==> config.mk <==
export PLATFORM = sky130hd
export DESIGN_NAME = qnigma_word_assembler_flat
export DESIGN_NICKNAME = d
export VERILOG_FILES = /design/src/rtl/qnigma_word_assembler_if.sv /design/src/rtl/qnigma_word_assembler.sv /design/src/flat_wrapper.sv
export SDC_FILE = /design/constraint.sdc
export NUM_CORES = 1
export LEC_CHECK = 0
export ABC_AREA = 1
export BUFFER_PORTS_ARGS = -buffer_cell sky130_fd_sc_hd__buf_2
export CAP_MARGIN = 20
export CORE_MARGIN = 4
export CORE_UTILIZATION = 50
export DETAILED_ROUTE_END_ITERATION = 8
export GPL_TIMING_DRIVEN = 0
export PLACE_DENSITY = 0.72
export SLEW_MARGIN = 40
export SYNTH_ARGS = -nofsm -noshare
export SYNTH_HDL_FRONTEND = slang
export SYNTH_SLANG_ARGS = --single-unit
==> constraint.sdc <==
create_clock -name clk -period 4.32 [get_ports clk]
set_input_delay 0.432 -clock clk [delete_from_list [all_inputs] [get_ports clk]]
set_output_delay 0.432 -clock clk [all_outputs]
set_load 0.02 [all_outputs]
==> src/rtl/qnigma_word_assembler_if.sv <==
// Stream bundle for qnigma_word_assembler.
//   in_*  : WIDTH-bit symbol stream into the assembler (valid/ready, in_lst marks packet end)
//   out_* : LENGTH*WIDTH-bit packed word out of the assembler (valid/ready, out_cnt symbols valid)
// slave  = assembler view, master = producer/consumer (bench) view.
interface qnigma_word_assembler_if #(
    parameter int WIDTH  = 8,
    parameter int LENGTH = 8
);
    logic [WIDTH-1:0]               in_dat;
    logic                           in_val;
    logic                           in_lst;
    logic                           in_rdy;
    logic [LENGTH*WIDTH-1:0]        out_dat;
    logic [$clog2(LENGTH+1)-1:0]    out_cnt;
    logic                           out_lst;
    logic                           out_val;
    logic                           out_rdy;

    modport slave (
        input  in_dat, in_val, in_lst,
        output in_rdy,
        output out_dat, out_cnt, out_lst, out_val,
        input  out_rdy
    );

    modport master (
        output in_dat, in_val, in_lst,
        input  in_rdy,
        input  out_dat, out_cnt, out_lst, out_val,
        output out_rdy
    );
endinterface

==> src/rtl/qnigma_word_assembler.sv <==
// Stream-to-word gatherer. Shifts WIDTH-bit symbols into a LENGTH-slot
// accumulator and emits the packed word when full or on end of packet.
// Ports:
//   clk   : clock, rising edge
//   rst   : asynchronous active-low reset
//   clr   : synchronous abort, drops the partial word and the held word
//   bus   : slave side of qnigma_word_assembler_if (input stream + output word)
// Parameters:
//   WIDTH  : symbol width
//   LENGTH : symbols per word (>=2)
//   RIGHT  : 0 = newest symbol at index 0, 1 = newest symbol at index LENGTH-1
module qnigma_word_assembler #(
    parameter int WIDTH  = 8,
    parameter int LENGTH = 8,
    parameter bit RIGHT  = 1'b0
) (
    input  logic clk,
    input  logic rst,
    input  logic clr,
    qnigma_word_assembler_if.slave bus
);
    localparam int CW = $clog2(LENGTH+1);

    logic [LENGTH-1:0][WIDTH-1:0] acc_q;
    logic [LENGTH-1:0][WIDTH-1:0] shifted;
    logic [LENGTH-1:0][WIDTH-1:0] dat_q;
    logic [CW-1:0]                sym_cnt;
    logic [CW-1:0]                cnt_q;
    logic                         lst_q;
    logic                         val_q;
    logic                         acc;
    logic                         take;
    logic                         done;

    // Ready depends only on the holding register, so a held word stalls input
    // and a word being taken frees the slot in the same cycle.
    assign bus.in_rdy = !val_q | bus.out_rdy;
    assign acc        = bus.in_val & bus.in_rdy;
    assign take       = val_q & bus.out_rdy;
    assign done       = (sym_cnt == CW'(LENGTH-1)) | bus.in_lst;

    if (RIGHT) begin : g_right
        assign shifted = {bus.in_dat, acc_q[LENGTH-1:1]};
    end else begin : g_left
        assign shifted = {acc_q[LENGTH-2:0], bus.in_dat};
    end

    always_ff @(posedge clk or negedge rst) begin
        if (!rst) begin
            acc_q   <= '0;
            sym_cnt <= '0;
            dat_q   <= '0;
            cnt_q   <= '0;
            lst_q   <= 1'b0;
            val_q   <= 1'b0;
        end else if (clr) begin
            acc_q   <= '0;
            sym_cnt <= '0;
            lst_q   <= 1'b0;
            val_q   <= 1'b0;
        end else begin
            // A completing symbol below overrides this, giving back-to-back words.
            if (take) val_q <= 1'b0;
            if (acc) begin
                if (done) begin
                    dat_q   <= shifted;
                    cnt_q   <= sym_cnt + 1'b1;
                    lst_q   <= bus.in_lst;
                    val_q   <= 1'b1;
                    // Next word starts from zero so unused slots read 0.
                    acc_q   <= '0;
                    sym_cnt <= '0;
                end else begin
                    acc_q   <= shifted;
                    sym_cnt <= sym_cnt + 1'b1;
                end
            end
        end
    end

    assign bus.out_dat = dat_q;
    assign bus.out_cnt = cnt_q;
    assign bus.out_lst = lst_q;
    assign bus.out_val = val_q;
endmodule

==> src/flat_wrapper.sv <==
// flat-port wrapper written by rule: the top's interface ports become plain ports
module qnigma_word_assembler_flat 
#(
    parameter int WIDTH  = 8,
    parameter int LENGTH = 8,
    parameter bit RIGHT  = 1'b0
)
  (clk, rst, clr, bus_in_dat, bus_in_val, bus_in_lst, bus_in_rdy, bus_out_dat, bus_out_cnt, bus_out_lst, bus_out_val, bus_out_rdy);
  qnigma_word_assembler_if #(.WIDTH(WIDTH), .LENGTH(LENGTH)) bus_i ();
  input  logic clk;
  input  logic rst;
  input  logic clr;
  input wire logic [$bits(bus_i.in_dat)-1:0] bus_in_dat;
  input wire logic [$bits(bus_i.in_val)-1:0] bus_in_val;
  input wire logic [$bits(bus_i.in_lst)-1:0] bus_in_lst;
  output wire logic [$bits(bus_i.in_rdy)-1:0] bus_in_rdy;
  output wire logic [$bits(bus_i.out_dat)-1:0] bus_out_dat;
  output wire logic [$bits(bus_i.out_cnt)-1:0] bus_out_cnt;
  output wire logic [$bits(bus_i.out_lst)-1:0] bus_out_lst;
  output wire logic [$bits(bus_i.out_val)-1:0] bus_out_val;
  input wire logic [$bits(bus_i.out_rdy)-1:0] bus_out_rdy;
  assign bus_i.in_dat = bus_in_dat;
  assign bus_i.in_val = bus_in_val;
  assign bus_i.in_lst = bus_in_lst;
  assign bus_in_rdy = bus_i.in_rdy;
  assign bus_out_dat = bus_i.out_dat;
  assign bus_out_cnt = bus_i.out_cnt;
  assign bus_out_lst = bus_i.out_lst;
  assign bus_out_val = bus_i.out_val;
  assign bus_i.out_rdy = bus_out_rdy;
  qnigma_word_assembler #(.WIDTH(WIDTH), .LENGTH(LENGTH), .RIGHT(RIGHT)) u_core (.clk(clk), .rst(rst), .clr(clr), .bus(bus_i));
endmodule
==> key figures <==
Outcome
  • Status: completed

Detailed routing
  • Drc violations: 0
  • Routed WL: 11.6 mm
  • ANT nets after route: 0
  • Vias: 4,083
  • DRT iter0 DRCs: 199
  • Routed len/inst: 14.1 um
  • Vias per inst: 4.96
  • Router iterations before antenna repair: 4

Global route
  • Met3 Use GR: 5.86%
  • Gr busiest metal: met2
  • Largest net degree at the start of global routing: 73
  • Vias in the first global route: 3,910
  • First-pass GRT wire length: 19.1 mm
  • Grt ovf: 0
  • Global Route met2 Usage: 33.2%
  • Antenna violations before repair: 0
  • GR Util All Layers: 21.1%
  • Met1 Track Usage GR: 28.0%

Layout
  • Multi-input gate area in the final layout: 0.00165 mm2
  • Layout fillers: 802
  • Ant diodes: 0
  • Layout cell share with drive strength beyond 1: 22.3%
  • Final Util: 64.3%
  • Nets: 692
  • Fin area: 0.00634 mm2
  • Area Growth Syn to Fin: 24.2%
  • Storage element area: 0.00325 mm2

Placed design
  • PortBufs: 84
  • GPL Wtd Cong: 0.838
  • DPL Wire Length: 8.17 mm
  • Setup WS pre-CTS: 2.54 ns
  • Placed inst area: 0.00573 mm2

Floorplanning
  • Die width: 109 um
  • Die height: 109 um
  • Initial Util: 51.8%
  • Area of the die: 0.0119 mm2
  • Num ports: 85
  • Area of the core: 0.00986 mm2
  • Row cnt: 36

Timing
  • Max-slew headroom: 64.2%
  • Final hold viol count: 0
  • Final Cycle Share: 39.4%
  • Endpoints failing setup: 0
  • Unrepaired setup endpoints after global routing: false
  • Final WS setup: 2.62 ns
  • Setup TNS Final: 0 ns
  • Final slew viol count: 0
  • Tightest Pin Transition: 0.537 ns
  • Fmax: 0.587 GHz
  • Crit path time final: 1.70 ns
  • Skew final: 0.00635 ns

Worst setup path
  • Worst Setup End Kind: register
  • Req. time, crit path: 4.77 ns
  • Crit path max fanout: 10
  • Worst setup SP type: register
  • Crit path DAT: 2.15 ns
  • Critical path class: reg -> reg

Synthesis
  • Library cells used by synthesis: 19
  • Synthesized Nets: 587
  • Synth Area in Adders: 0.245%
  • Sequential-to-total area share from yosys stat: 63.7%
  • Cell area after synthesis: 0.00511 mm2
  • Synth top area share: 63.7%
  • Post-Synth XOR/XNOR Area: 0.171%
  • Post-Syn Instances: 572
  • Synth Area in Compound Gates: 0.392%
  • Largest family of logic cells by synthesized area: simple AND/OR/NAND/NOR gates
  • Fraction of the mapped netlist area in simple logic gates: 31.4%
  • Synth warn: 0
  • Largest area contributor in the netlist: dfrtp_1
  • Mux cell area share after synthesis: 0%
  • Syn avg cell area: 8.93 um2
  • Largest cells by area after synthesis: dfrtp_1 64%, nand2_1 24%, nand3_1 6.9%, buf_2 2.3%, buf_4 0.88%
  • Flops & latches, synth: 130

Run
  • Max Cap Viol: 0

Clocking
  • Root Buffer: clkbuf_8
  • Clock sink count: 130
  • Reg clk slew, reported paths: 0.06 ns
  • Max Buffers Root-to-Sink: 2
  • CTS Buf Count: 17
  • Post-CTS Setup Bufs: 0
  • Worst-Skew Late Latency: 0.51 ns
  • CTS H-tree depth: 4
  • Cts repair resizes: 0
  • CTS tree: done

Pwr
  • VDD IR max: 0.000293 V
  • Leakage: 3.80 nW
  • P per Cell Area: 453 mW/mm2

Min path
  • Worst hold path type: in -> reg
-- registers in the layout, indices dropped and copies added, names as in the netlist --
register            count
u_core.acc_q           56
u_core.bus.out_cnt      4
u_core.bus.out_dat     64
u_core.bus.out_lst      1
u_core.bus.out_val      1
u_core.sym_cnt          4
-- synthesized netlist by cell type (all sizes together) --
cell type,instances
inv,5
xor2,1
clkbuf,2
a21oi,2
nand2,323
nor2,3
nand3,70
dfrtp,130
nand4,1
buf,31
o21ai,2
nand3b,1
ha,1
-- kinds of logic after synthesis --
| logic type | count (synthesis) |
|---|---|
| AOI/OAI and AO/OA | 4 |
| xor gates and xnor gates | 1 |
| adders and majority gates | 1 |
| buffers and inverters | 38 |
| DFF | 130 |
| and+or+nand+nor | 398 |
-- path summary, 6_finish.rpt --
check / to / slack (ns) / start / cells after the start
max reg2reg: u_core.acc_q[34] / 2.62 / u_core.sym_cnt[0] / 7
max: u_core.acc_q[34] / 2.62 / u_core.sym_cnt[0] / 7
min: u_core.acc_q[2] / 0.14 / bus_in_dat[2] / 3
max in group asynchronous: u_core.acc_q[25] / 3.19 / rst / 3
min in group asynchronous: u_core.bus.out_dat[58] / 0.47 / rst / 2
min reg2reg: u_core.bus.out_dat[35] / 0.46 / u_core.bus.out_dat[35] / 2
-- worst max-delay path, cell delays in order, from the launching register on --
cell	delay (ns)
dfrtp_1	0.42
ha_1	0.24
nand3_1	0.13
nand2_2	0.16
nor2_2	0.27
buf_2	0.26
nand2_1	0.09
nand2_1	0.07
-- final cells by class --
class,count,area share [%]
plain buffers,33,3.00
flip-flops and latches,130,51.3
well taps,133,2.62
clock buffers,19,6.96
repair buffers,86,7.38
multi-input cells,404,26.0
clock inverters,13,2.50
inverters,5,0.296
-- per-layer routing --
| layer | wire, um | vias to the layer above | part of all wire [%] |
|---|---|---|---|
| li1 | - | 2007 | - |
| met2 | 5640 | 123 | 49 |
| met4 | 193 | 0 | 1.7 |
| met1 | 5070 | 1937 | 44 |
| met3 | 707 | 16 | 6.1 |
| met5 | 0 | - | 0 |
-- layout by cell type (no fill, tap or decap), types with 3 or more instances in the layout --
master,instances
nand2_1,320
dfrtp_1,130
buf_2,106
nand3_1,70
clkbuf_16,16
buf_4,6
inv_1,4
clkinv_2,4
nand2_2,3
clkbuf_8,3
bufinv_16,3
clkinvlp_4,3
-- what timing repair did --
action,CTS,global route
hold buffers,1,0
endpoints found under the hold margin,71,0
endpoints found under the setup margin,0,0
-- report_power, final --
group          switching [mW]  total [mW]  internal, mW
Sequential             0.0188        1.27          1.25
Clock                   0.512        1.42         0.907
Combinational           0.136       0.190        0.0542
-- stage by stage --
stage | power, mW | std cells | hold slack, ns
4_1_cts | 2.90 | 823 | 0.120
3_5_place_dp | 1.48 | 790 | 0.427
2_1_floorplan | 1.39 | 572 | 0.136
6_report | 2.88 | 823 | 0.138
5_1_grt | 2.98 | 823 | 0.137
3_3_place_gp | 1.47 | 789 | 0.449
(Power assumes the default switching activity.)
